--- config.mk ---
export PLATFORM = sky130hd
export DESIGN_NAME = i2s_tx
export DESIGN_NICKNAME = d
export VERILOG_FILES = /design/src/rtl/i2s_tx.sv
export SDC_FILE = /design/constraint.sdc
export NUM_CORES = 1
export LEC_CHECK = 0
export BUFFER_PORTS_ARGS = -buffer_cell sky130_fd_sc_hd__buf_4
export CORE_MARGIN = 3
export CORE_UTILIZATION = 59
export CTS_BUF_LIST = sky130_fd_sc_hd__clkbuf_16
export DETAILED_ROUTE_END_ITERATION = 12
export PLACE_DENSITY = 0.83
export RECOVER_POWER = 25
export SYNTH_ARGS = -nofsm -noshare
export SYNTH_HDL_FRONTEND = slang
export SYNTH_SLANG_ARGS = --single-unit
--- constraint.sdc ---
create_clock -name clk -period 2.9 [get_ports clk]
set_input_delay 0.435 -clock clk [delete_from_list [all_inputs] [get_ports clk]]
set_output_delay 0.435 -clock clk [all_outputs]
set_load 0.05 [all_outputs]
--- src/rtl/i2s_tx.sv ---
// I2S transmitter: takes strobed mono samples and sends the top SAMPLE_BITS of each
// one, MSB first and duplicated onto both channels of a 64-slot frame.
module i2s_tx #(
    parameter int DATA_WIDTH  = 32,
    parameter int SAMPLE_BITS = 24,
    parameter int CLK_DIV     = 4
) (
    input  logic                         clk,
    input  logic                         reset,
    input  logic                         sample_valid,
    input  logic signed [DATA_WIDTH-1:0] audio_in,
    output logic                         i2s_bclk,
    output logic                         i2s_lrclk,
    output logic                         i2s_sdata,
    output logic                         sample_req,
    output logic                         underrun,
    output logic                         overflow
);

    localparam int               DIV_W    = $clog2(CLK_DIV);
    localparam logic [DIV_W-1:0] DIV_LAST = DIV_W'(CLK_DIV - 1);

    logic [DIV_W-1:0]       div;
    logic [5:0]             slot;
    logic [5:0]             next_slot;
    logic [SAMPLE_BITS-1:0] frame_reg;
    logic [SAMPLE_BITS-1:0] pending;
    logic                   pending_full;
    logic                   div_last;
    logic                   fall;
    logic                   frame_start;
    logic                   next_sdata;
    logic [31:0]            word;
    logic                   unused_lsbs;

    assign unused_lsbs = ^audio_in;

    // The sample is left-aligned below a leading zero so channel slot c reads word[31-c];
    // slot 0 and slots past the sample fall on zero padding.
    always_comb begin
        div_last    = (div == DIV_LAST);
        fall        = div_last && i2s_bclk;
        frame_start = fall && (slot == 6'd63);
        next_slot   = slot + 6'd1;
        word        = 32'(frame_reg) << (31 - SAMPLE_BITS);
        next_sdata  = word[~next_slot[4:0]];
    end

    always_ff @(posedge clk or negedge reset) begin
        if (!reset) begin
            div          <= '0;
            i2s_bclk     <= 1'b0;
            i2s_lrclk    <= 1'b1;
            i2s_sdata    <= 1'b0;
            sample_req   <= 1'b0;
            underrun     <= 1'b0;
            overflow     <= 1'b0;
            slot         <= 6'd63;
            frame_reg    <= '0;
            pending      <= '0;
            pending_full <= 1'b0;
        end else begin
            sample_req <= 1'b0;
            underrun   <= 1'b0;
            overflow   <= 1'b0;

            if (div_last) begin
                div      <= '0;
                i2s_bclk <= ~i2s_bclk;
            end else begin
                div <= div + 1'b1;
            end

            if (fall) begin
                slot      <= next_slot;
                i2s_lrclk <= next_slot[5];
                i2s_sdata <= next_sdata;
            end

            // Once consumed, pending still equals frame_reg, so loading it
            // unconditionally also covers the hold-on-underrun case.
            if (frame_start) begin
                frame_reg    <= pending;
                sample_req   <= 1'b1;
                underrun     <= ~pending_full;
                pending_full <= sample_valid;
            end else if (sample_valid) begin
                overflow     <= pending_full;
                pending_full <= 1'b1;
            end

            if (sample_valid) begin
                pending <= audio_in[DATA_WIDTH-1 -: SAMPLE_BITS];
            end
        end
    end

endmodule

# Word level (Yosys, flattened, before mapping)
# Cells that the tools add are included.
# op_classes
n_addsub,2
multipliers,0
div,0
order_cmp,1
eq_ne,2
n_shift,0
mux,9
bitwise,3
reduce_logical,3
# ops
operator,n
1-bit 2-to-1 mux,7
6-bit by 1-bit adder with 6-bit output (second input constant),1
6-bit == test (second input constant),1
5-bit by 6-bit less-than comparator with 1-bit output (second input constant),1
1-bit binary-select mux with 5-bit select,1
5-bit NOT,1
2-bit by 1-bit adder with 2-bit output (second input constant),1
2-bit == test (second input constant),1
1-bit logical AND,2
2-bit 2-to-1 mux,1
1-bit NOT,2
2-bit nonzero test,1
# totals
register_bits,63
latch_bits,0
ram_bits,0
mem_bits_ro,0
input_bits,35
out_inout_bits,6
elab_cells,31
mem_count,0

# Longest topological paths before layout
# Gate-level depths: netlist of run 1.
# depth
depth_word,4
ltp_mapped,7
ltp_nobuf,6

# Least setup slack after synthesis of run 1
# No wires, ideal clock.
# synth_timing
kind,reg2reg
startpoint,reg i2s_bclk
endpoint,reg frame_reg[10]
setup_ns,0.125
arrival_ns,1.755
required_time_ns,2.775
slack_ns,1.021
stages_incl_launch_ff,7
n_path_buf,1
period_less_slack_ns,1.879
path_cell_list,dfrtp_1 nand2_2 inv_2 nand3_2 nor2_4 buf_6 mux2_2
# synth_via
elab_chain_len,2
# synth_rtl
element,line_no,text
"start, declared",12,"output logic i2s_bclk,"
"start signal, assigned",69,i2s_bclk <= ~i2s_bclk;
1-bit logical AND,42,fall = div_last && i2s_bclk;
1-bit logical AND,43,frame_start = fall && (slot == 6'd63);
"end signal, assigned",83,frame_reg <= pending;
"end, declared",26,logic [SAMPLE_BITS-1:0] frame_reg;
# Every way passes these cells.
# A chain may end at the register's enable or synchronous reset.

# Worst setup path in the final report of run 1
# layout_timing
startpoint,reg slot[0]
endpoint,reg frame_reg[8]
# layout_via
elab_chain_len,2
# layout_rtl
element,line_no,text
"start, declared",24,logic [5:0] slot;
"start signal, assigned",75,slot <= next_slot;
6-bit == test,43,
1-bit logical AND,43,
# Every way passes these cells.

==> run summary, run 1 <==
Global routing consumed, on the met2 layer, 32.9% of the routing resources. After technology mapping, the gate count stands at 168. The final sum of negative setup slack is 0 ns. The worst setup path is of the reg -> reg kind. The total setup buffers inserted after CTS came out at 0. The ratio of routed vias to standard cells came out at 5.70. The number of antenna violations at the first check in global routing is 0. The signal on the critical path passes through ha_1 -> nand3_1 -> nor2_4 -> buf_4 -> mux2_2. The final setup violation count is 0.

For this block, the initial DRC count from the detailed router was 40. In this run the worst hold path is classified as in -> reg. After layout, the worst setup slack is between 0.6 and 0.7 ns. The area share of the largest cell type after synthesis is 53.7%. The count of buffers from port buffering is 32. By area the synthesized netlist is led by sky130_fd_sc_hd__dfrtp_1 54%, sky130_fd_sc_hd__mux2_2 22%, sky130_fd_sc_hd__dfstp_2 6.0%.

Measured in cells, the most critical reg-to-reg path has a length of 5. STA classifies the critical path endpoint as a flop. The fmax came out at 445 MHz. The arrival time of data at the critical path endpoint is between 2 and 2.5 ns. The initial cell density of the core is 63.0%. The pre-CTS setup slack is between 0.6 and 0.7 ns. The placer congestion estimate is ~0.79. The worst stage delay on the critical path is around 0.69 ns. The most used flip-flop cell after synthesis is sky130_fd_sc_hd__dfrtp_1.

The number of stages on the worst hold path came out at 2. The maximum number of buffers from clock root to sink came out at 2. Synthesis instantiated 31 different standard cells from the library.

The startpoint identified for the worst register-to-register timing path is slot[0]$_DFFE_PN1P_. The count of flip-flops with a built-in enable after synthesis is 0. Once placement completed, the tool counted placed cells totaling around 240. The fraction of final layout cells with drive strength greater than 1 is between 50 and 60%. The leakage power figure is around 1.5 nW. The filler cells instantiated in the layout total 254. Once layout is complete, the cells apart from fillers number 260. The later pin in the worst-skew pair is clocked with a latency of between 0.3 and 0.4 ns. The synthesis warning total came out at 0. The worst setup path is launched from a flop. The hold buffer count at CTS came out at 0. The worst min-delay path startpoint is audio_in[23]. For met3 alone, demand over resource in global routing was under 10%. The full die area came out at 5260 um2. The routed layout has between 1000 and 1500 vias. The worst reg-to-reg setup slack came out at 0.65 ns. The worst-case IR drop observed on VDD is approximately 480 uV. The global-route wire length before repair is 7660 um.

Max-cap violations in this run came to 0. The routed design could run at a clock period as short as ~2.2 ns. The synthesized area per cell is roughly 16 um2. TritonCTS built the clock tree. Of the available clock period, the critical path in the final layout requires about 77%. The residual overflow from global routing came out at 0. The number of remaining DRC errors came out at 0. The area of the multi-input gates came out at 987 um2. sky130_fd_sc_hd__dfrtp_1 takes more of the synthesized area than any other cell. The count of instances resized after the clock tree is built is 0. The all-layer global routing usage came out at 19.8%. In the global route stage, met1 resource usage came out at between 20% and 30%. The worst pin sits at a relative slew slack of 2.46%. The floorplan die height came out at around 72 um. The antenna diode count came out at 0. The relative area change from synthesis to final layout came out at 21.5%. The register area is between 1500 and 2000 um2.

The number of detailed-route iterations in the first pass is 4. The overall power after layout is approximately 2.1 mW. The cell area after synthesis is 2610 um2. Once detailed placement completed, the half-perimeter wirelength came to between 2000 and 3000 um. The required time at the endpoint of the critical path came out at 3.10 ns. The number of pins exceeding their max-slew limit in the final report came out at 0.

The number of placement rows came out at 23. The final hold violation count is 0. The clock slew at the register clock pins of the worst setup and hold paths is ~0.050 ns. The cell at the root of the clock tree is sky130_fd_sc_hd__clkbuf_16. After synthesis, the share of flip-flops with an asynchronous set or reset is 100%. TritonCTS created 9 clock buffers.

The number of nets produced by synthesis came out at ~210. The worst-path maximum fanout came out at 25. Setup repair after global routing left no endpoint under its margin. The total power divided by cell area is 660 nW/um2.

The number of flip-flops and latches in the synthesized netlist is 62. The total core area is 4140 um2. CTS saw slightly above 60 sinks. Clock skew on the completed layout was measured at 0.00517 ns. The flow ran to the end, and the final reports show no timing, DRC or antenna violations. The top-level port count is slightly above 40.

The x dimension of the die came out at about 72 um. The sum of routed wire length over all layers is around 4500 um. The maximum number of pins on one net before global-route repair came out at 63. met2 is the most crowded layer. The critical path starts at slot[0]$_DFFE_PN1P_. The share of the yosys chip area belonging to registers is about three fifths. The slowest cell on the critical path is sky130_fd_sc_hd__dfstp_2.

The via count of the first global-routing pass is ~1700. The CTS H-tree depth is 3. For the pin with the worst max-slew slack, the measured transition is about 1.5 ns. The count of nets left with antenna violations once routing finished came out at 0. The number of nets in the layout came out at roughly 240.

After detailed routing, the average wire length per cell comes to ~17 um.
[critical path, delay by kind of cell (launching register included)]
family                   cells  cell delay (ns)
buffers and inverters        1             0.31
adder cells (fa/ha/maj)      1             0.39
multiplexers                 1             0.38
flip-flops                   1             0.69
AND/OR/NAND/NOR              2             0.34
[where the power goes]
part / total, mW / switching [mW] / internal [mW]
clock: 1.08 / 0.348 / 0.737
sequential: 0.919 / 0.0179 / 0.902
combinational: 0.0900 / 0.0377 / 0.0522
[per-stage QoR]
step	util [%]	hold WS (ns)	cell area (um2)
final	76.5	0.344	3170
after global routing	76.5	0.337	3170
after floorplan	-	0.139	2610
after detailed placement	69.2	0.427	2870
after CTS	76.6	0.214	3170
after global placement	69.2	0.413	2870
[metal layers]
metal | share of wire, % | up-vias
met2 | 53 | 32
met1 | 42 | 758
met4 | 1.9 | 0
met3 | 3.8 | 9
met5 | 0 | -
li1 | - | 682
[worst paths after layout]
path / to
min: pending[15]$_DFFE_PN0P_
max: frame_reg[8]$_DFFE_PN0P_
min reg2reg: div[0]$_DFF_PN0_
max in group asynchronous: frame_reg[23]$_DFFE_PN0P_
max reg2reg: frame_reg[8]$_DFFE_PN0P_
min in group asynchronous: i2s_bclk$_DFFE_PN0N_
[cells in the mapped netlist (2+ instances only)]
| library cell | n |
|---|---|
| sky130_fd_sc_hd__mux2_2 | 50 |
| sky130_fd_sc_hd__nand2_1 | 5 |
| sky130_fd_sc_hd__buf_6 | 3 |
| sky130_fd_sc_hd__ha_1 | 2 |
| sky130_fd_sc_hd__mux4_1 | 5 |
| sky130_fd_sc_hd__xnor2_1 | 3 |
| sky130_fd_sc_hd__dfrtp_1 | 56 |
| sky130_fd_sc_hd__dfstp_2 | 6 |
| sky130_fd_sc_hd__o21ai_0 | 2 |
| sky130_fd_sc_hd__buf_2 | 2 |
| sky130_fd_sc_hd__nor2_1 | 6 |
| sky130_fd_sc_hd__inv_1 | 2 |
| sky130_fd_sc_hd__nand3_1 | 4 |
| sky130_fd_sc_hd__xor2_1 | 5 |
[cell families (layout without fill, tap and decap cells)]
logic type	after synthesis	after routing	synth area share [%]
flip-flops	62	62	59.8
multiplexers	56	56	27.0
AND/OR/NAND/NOR	21	21	4.08
buffers and inverters	10	52	2.40
XOR/XNOR	9	9	3.74
AO/OA/AOI/OAI	8	8	2.06
adder cells (fa/ha/maj)	2	2	0.959
[area by class of cell]
| type | count | share of cell area [%] |
|---|---|---|
| clock buffers | 9 | 7.10 |
| clock inverters | 7 | 2.53 |
| inverters | 3 | 0.355 |
| multi-input cells | 96 | 31.1 |
| flip-flops and latches | 62 | 49.2 |
| well taps | 50 | 1.97 |
| repair buffers | 33 | 7.73 |
[cells in the final DEF (no fill, tap or decap), drive strengths merged]
cell,netlist,final
a21boi,1,1
xor2,6,6
nand3,5,5
ha,2,2
mux2i,1,1
mux2,50,50
dfstp,6,6
clkbuf,1,10
and2,1,1
xnor2,3,3
mux4,5,5
a31oi,1,1
o211ai,1,1
dfrtp,56,56
nor2,7,7
buf,6,32
a221oi,1,1
bufinv,0,2
clkinv,0,4
inv,3,4
nand4,1,1
nor3,1,1
o21ai,3,3
a32oi,1,1
nand2,6,6
No activity file was read; power rests on OpenSTA's default activity.
==> run 2: changes to the inputs <==
--- a/config.mk
+++ b/config.mk
@@ -7,10 +7,10 @@
 export LEC_CHECK = 0
 export BUFFER_PORTS_ARGS = -buffer_cell sky130_fd_sc_hd__buf_4
 export CORE_MARGIN = 3
-export CORE_UTILIZATION = 59
+export CORE_UTILIZATION = 55
 export CTS_BUF_LIST = sky130_fd_sc_hd__clkbuf_16
 export DETAILED_ROUTE_END_ITERATION = 12
-export PLACE_DENSITY = 0.83
+export PLACE_DENSITY = 0.78
 export RECOVER_POWER = 25
 export SYNTH_ARGS = -nofsm -noshare
 export SYNTH_HDL_FRONTEND = slang
==> constraint.sdc (replaced) <==
create_clock -name clk -period 2.1 [get_ports clk]
set_input_delay 0.315 -clock clk [delete_from_list [all_inputs] [get_ports clk]]
set_output_delay 0.315 -clock clk [all_outputs]
set_load 0.05 [all_outputs]
==> run 2 against run 1 <==
Final cell count rose by 1.2%; first-iteration DRC count increased by 93%; utilization shrank 5.1 points; worst setup slack worse by 0.46 ns; wire length fell by 3.1%; clock power rose by 38%; die area rose by 6.7%; critical path depth unchanged; hold slack got worse by 0.12 ns; non-clock buffer count rose by 1; flip-flop and latch count is the same; via count down 3.6%; largest cell class unchanged.
==> run summary, run 2 (synthesis results as in run 1) <==
Setup violations remaining at the end of the flow were counted as 0. The kind of critical path is reg -> reg. The first TritonRoute pass finished after 4 iterations. The top-level port count came out at 41. The actual slew at the worst max-slew pin is 1.47 ns. The flow ran to the end, and the final reports show no timing, DRC or antenna violations. Summed over all nets, the half-perimeter wirelength after detailed placement is slightly below 3000 um. The peak supply drop came out at a little over 700 uV. The global-route wire length before repair is 7410 um.

In this run, CTS created clock tree buffers numbering 9. The initial cell density of the core is between 50 and 60%. Hold is met by 0.224 ns. The count of instances resized after the clock tree is built is 0. Walking the worst path, the cells encountered are ha_1 -> nand3_1 -> nor2_4 -> buf_12 -> mux2_2.

The relative area change from synthesis to final layout came out at 22.4%. After clock tree synthesis, the clock-pin slew on the worst setup and hold paths is 0.05 ns. The total power divided by cell area is ~900 nW/um2. Global routing used about 18% of the available tracks. The fmax is 525 MHz.

The final sum of negative setup slack came out at 0 ns. The library cell used most frequently in the layout, excluding fill and tap cells, is sky130_fd_sc_hd__dfrtp_1. After clock tree synthesis, the setup repair step added 0 buffers.

Summed over all layers, the global routing overflow is 0. The maximum number of pins on one net before global-route repair is 63. The family of cells with the greatest summed delay on the critical path is flip-flops. The category of the worst setup path launch point is a flop.

Setup repair after global routing left no endpoint under its margin. The number of stages on the worst hold path is 2. In this run the critical register-to-register path is launched from slot[0]$_DFFE_PN1P_. The CTS H-tree depth came out at 3.

The number of nets with antenna violations after detailed routing is 0. The endpoint identified for the worst register-to-register timing path is frame_reg[21]$_DFFE_PN0P_. On the final layout, the worst clock skew is roughly 0.0039 ns. In this run the worst setup path terminates at frame_reg[21]$_DFFE_PN0P_. At the worst endpoint, the required time is between 2 and 2.5 ns. The arrival time of data at the critical path endpoint came out at around 2.1 ns. The ratio of routed vias to standard cells is 5.43. The slowest cell on the critical path is sky130_fd_sc_hd__dfstp_2. The maximum number of buffers from clock root to sink came out at 2.

The leakage power figure is 1.54 nW. The source of the critical timing path is slot[0]$_DFFE_PN1P_. The via count of the first global-routing pass came out at ~1500.

The worst setup path is captured at a flop. The total core area is between 4000 and 5000 um2. The total via count in the routed design is 1428. Clock latency on the worst-skew pair, taken at its later pin, is roughly 0.32 ns.

Routability-driven placement finished with a final weighted congestion of approximately 0.77. The number of nets in the layout is 243. The detail-routed net length per standard cell is approximately 17 um. TritonCTS built the clock tree. After detailed placement, the design holds a cell count of ~250.

The worst-path maximum fanout is 25. The length in cells of the worst reg-to-reg path came out at 5. The number of clock sinks came out at slightly above 60.

The portion of the clock cycle consumed by the worst path in the final layout came out at roughly 91%. The hold buffer count at CTS came out at 0. The antenna diode count is 0. Across the run, the number of max-cap violations was 0.

The top cell types in the final layout, fill and taps aside, are 56 x sky130_fd_sc_hd__dfrtp_1, 50 x sky130_fd_sc_hd__mux2_2, 32 x sky130_fd_sc_hd__buf_4. In the final layout, the multi-input gates occupy approximately 990 um2. The non-filler instance count after layout came out at 263.

The number of remaining DRC errors is 0. The count of buffers added on input and output ports is 32. The number of pins exceeding their max-slew limit in the final report came out at 0. Clock tree synthesis selected as its root buffer the cell sky130_fd_sc_hd__clkbuf_16. The pre-CTS setup slack is about 0.21 ns. Wires add up to 4350 um.

The number of cells on the critical path is 5. The final hold violation count is 0. The floorplan die height is roughly 75 um.

The number of placement rows came out at 24. The worst stage delay on the critical path came out at 0.55 ns. The time the final worst path needs with I/O delays and setup is roughly 1.9 ns. The full die area came out at 5610 um2. The layout has 292 filler cells. The sum of buffers and inverters on the critical path is 1. The register area is 1560 um2. The x dimension of the die is approximately 75 um. After layout, the worst setup slack is 0.194 ns. The count of routing violations after the opening detailed-route iteration is 77. The number of antenna violations at the first check in global routing is 0. In the final layout, the share of cells above drive strength 1 is approximately half. Measured against its own limit, the worst slew margin works out to 2.03%.

The overall power after layout came out at 2.89 mW. The worst reg-to-reg setup slack came out at 0.19 ns. The tightest min-delay check is of the in -> reg type.
## run 2: cell count changes in the layout (fill, tap and decap cells not counted)
cell | before | now
sky130_fd_sc_hd__buf_12 | 0 | 1
sky130_fd_sc_hd__clkinv_1 | 3 | 1
sky130_fd_sc_hd__inv_1 | 3 | 4
sky130_fd_sc_hd__clkinv_2 | 1 | 2
## run 2: area by class of cell
cell class	count	area share, %
inverters	3	0.353
well taps	52	2.04
flip-flops and latches	62	48.8
repair buffers	34	8.30
clock buffers	9	7.05
clock inverters	7	2.55
multi-input cells	96	30.9
## run 2: per-layer routing
metal / vias up / GRT usage, % / part of all wire, %
met1: 712 / 22.4 / 42
li1: 676 / - / -
met5: - / 0 / 0
met3: 11 / 4.54 / 4.2
met4: 0 / 11.3 / 1.8
met2: 29 / 29.6 / 52
## run 2: where the power goes
group / switching (mW) / internal [mW]
Clock: 0.472 / 1.02
Combinational: 0.0536 / 0.0722
Sequential: 0.0260 / 1.25
Total: 0.552 / 2.34
## run 2: worst min-delay path by stage
stage	start	endpoint	slack, ns
floorplan	reset	div[0]$_DFF_PN0_	0.02
global placement	reset	div[0]$_DFF_PN0_	0.41
detailed placement	reset	div[1]$_DFF_PN0_	0.43
CTS	reset	pending[2]$_DFFE_PN0P_	0.09
global route	audio_in[24]	pending[16]$_DFFE_PN0P_	0.22
finish	audio_in[24]	pending[16]$_DFFE_PN0P_	0.22
## run 2: worst register-to-register path: stages, from the launching register on
cell                      delay (ns)
sky130_fd_sc_hd__dfstp_2        0.55
sky130_fd_sc_hd__ha_1           0.34
sky130_fd_sc_hd__nand3_1        0.21
sky130_fd_sc_hd__nor2_4         0.14
sky130_fd_sc_hd__buf_12         0.19
sky130_fd_sc_hd__mux2_2         0.36
## run 2: metrics by stage
step	cell area, um2	utilization (%)
2_1_floorplan	2610	-
3_3_place_gp	2890	64.6
3_5_place_dp	2890	64.6
4_1_cts	3200	71.4
5_1_grt	3190	71.4
6_report	3190	71.4
==> run 3: changes to the inputs <==
--- a/config.mk
+++ b/config.mk
@@ -6,6 +6,7 @@
 export NUM_CORES = 1
 export LEC_CHECK = 0
 export BUFFER_PORTS_ARGS = -buffer_cell sky130_fd_sc_hd__buf_4
+export CORE_ASPECT_RATIO = 1.5
 export CORE_MARGIN = 3
 export CORE_UTILIZATION = 55
 export CTS_BUF_LIST = sky130_fd_sc_hd__clkbuf_16
==> run 3 against run 2 <==
Sequential share of layout area down 0.32 points; clock-buffer cell count is the same; sequential power barely moved; critical path depth is the same; total power is essentially flat; wire length grew 1.1%; clock power hardly changed; register-to-register slack got worse by 0.02 ns; utilization shrank 0.59 points; non-clock buffer count is 1 higher.
==> run summary, run 3 (synthesis results as in run 1) <==
The all-layer global routing usage is ~18%. The final sum of negative setup slack came out at 0 ns. The number of nets with antenna violations after detailed routing is 0. The final hold violation count is 0.

The setup slack after layout is around 0.17 ns. The sum of routed wire length over all layers came out at ~4400 um. The H-tree was split into 3 levels. Static timing analysis puts the maximum clock frequency at around 520 MHz. Clock-pin slew was measured on the worst setup and hold paths at around 0.05 ns. The worst-path maximum fanout came out at 25.

The number of pins exceeding their max-slew limit in the final report is 0. The path class of the tightest hold or removal check is in -> reg. The TritonCTS buffer count came out at 9.

The worst stage delay on the critical path came out at between 0.5 and 0.6 ns. Setup repair after global routing left no endpoint under its margin. For this block, the initial DRC count from the detailed router was 50.

The total power divided by cell area is around 900 nW/um2. In the layout the commonest cells are 56 x sky130_fd_sc_hd__dfrtp_1, 50 x sky130_fd_sc_hd__mux2_2, 33 x sky130_fd_sc_hd__buf_4. The detail-routed net length per standard cell is roughly 16 um.

In this run the horizontal extent of the chip is 62.2 um. The clock passes through at most 2 buffers. The placed standard-cell area came out at 2910 um2. STA classifies the critical path startpoint as a flop. The region available for standard cell placement spans between 4000 and 5000 um2.

The final HPWL from detailed placement is 3060 um. The clock tree from TritonCTS is yes. STA classifies the critical path endpoint as a flop. The number of clock sinks came out at between 60 and 70. The time the final worst path needs with I/O delays and setup came out at 1.93 ns.

The first global-routing pass estimated 7600 um of wire. The antenna diode count is 0. With fillers left out, the area of the finished cells amounts to 3220 um2. The number of detailed-route iterations in the first pass came out at 4. The hold buffer count at CTS came out at 0.

The worst clock skew on the final layout is between 0.003 and 0.004 ns. The number of nets in the layout came out at about 240. Measured against its own limit, the worst slew margin works out to under 10%. The pre-CTS setup slack is between 0.15 and 0.2 ns. The number of remaining DRC errors is 0. The total via count in the routed design is 1445. The arrival time of data at the critical path endpoint came out at around 2.1 ns.

The leakage power figure is approximately 1.5 nW. The flow ran to the end, and the final reports show no timing, DRC or antenna violations. Walking the worst path, the cells encountered are ha_1 -> nand3_1 -> nor2_4 -> buf_12 -> mux2_2. The peak supply drop is 653 uV. The final setup violation count came out at 0.

The via count of the first global-routing pass is 1645. The cell at the root of the clock tree is sky130_fd_sc_hd__clkbuf_16. The number of antenna violations at the first check in global routing came out at 0.

The floorplan die height is ~90 um. The most frequent standard cell in the layout excluding fill and tap cells is sky130_fd_sc_hd__dfrtp_1. By startpoint and endpoint, the worst setup path is classified as reg -> reg. The relative area change from synthesis to final layout is 23.3%. Routability-driven placement finished with a final weighted congestion of between 0.7 and 0.8. The initial cell density of the core is 57.4%. The total setup buffers inserted after CTS is 0. Gates resized during post-CTS repair numbered 0. The sum of buffers and inverters on the critical path is 1. The residual overflow from global routing came out at 0. a little over 40 I/O pins were placed. The count of buffers from port buffering is 32. The fraction of final layout cells with drive strength greater than 1 is roughly 50%. The worst path uses 91.7% of the clock period. The full die area is ~5600 um2. Clock latency on the worst-skew pair, taken at its later pin, is roughly 0.32 ns. The required time at the endpoint of the critical path is 2.30 ns. The actual slew at the worst max-slew pin came out at 1.46 ns. For this design, the slowest cell found on the critical path is sky130_fd_sc_hd__dfstp_2. On the critical path the largest part of the delay comes from flip-flops. The ratio of routed vias to standard cells came out at around 5.2. The maximum number of pins on one net before global-route repair is between 60 and 70. Across the run, the number of max-cap violations was 0. At the end of the flow the core is filled with cells to 70.8%.

In this run the core area contains 30 standard-cell rows.
## run 3: per-stage QoR
step | std cells | hold WS [ns] | power (mW)
floorplan | 168 | 0.0194 | 1.34
global placement | 260 | 0.407 | 1.40
detailed placement | 260 | 0.427 | 1.42
CTS | 276 | 0.0922 | 2.93
global route | 276 | 0.216 | 3.00
finish | 276 | 0.225 | 2.89
## run 3: per-layer routing
metal | global-route usage (%) | vias up | share of wire [%]
met5 | 0 | - | 0
met4 | 9.41 | 0 | 2.3
met3 | 5.48 | 9 | 3.7
met2 | 29.3 | 28 | 53
met1 | 20.6 | 726 | 41
li1 | - | 682 | -
## run 3: path summary, 6_finish.rpt
kind / from / to / slack (ns) / depth (start not counted)
setup reg to reg: slot[0]$_DFFE_PN1P_ / frame_reg[19]$_DFFE_PN0P_ / 0.17 / 5
min in group asynchronous: reset / overflow$_DFF_PN0_ / 0.34 / 1
max in group asynchronous: reset / pending[13]$_DFFE_PN0P_ / 0.89 / 1
hold reg to reg: pending_full$_DFFE_PN0P_ / underrun$_DFF_PN0_ / 0.44 / 1
hold / removal: audio_in[29] / pending[21]$_DFFE_PN0P_ / 0.22 / 2
setup / recovery: slot[0]$_DFFE_PN1P_ / frame_reg[19]$_DFFE_PN0P_ / 0.17 / 5
## run 3: cell type report
cell class,instances,area (um2)
Tap cell,64,80.1
Clock buffer,9,225
Sequential cell,62,1560
Clock inverter,7,80.1
Timing Repair Buffer,35,273
Inverter,3,11.3
Fill cell,308,1330
Multi-Input combinational cell,96,987
## run 3: report_power, final
group	total, mW	switching, mW	internal, mW
clock	1.49	0.476	1.02
sequential	1.27	0.0234	1.25
combinational	0.124	0.0521	0.0721
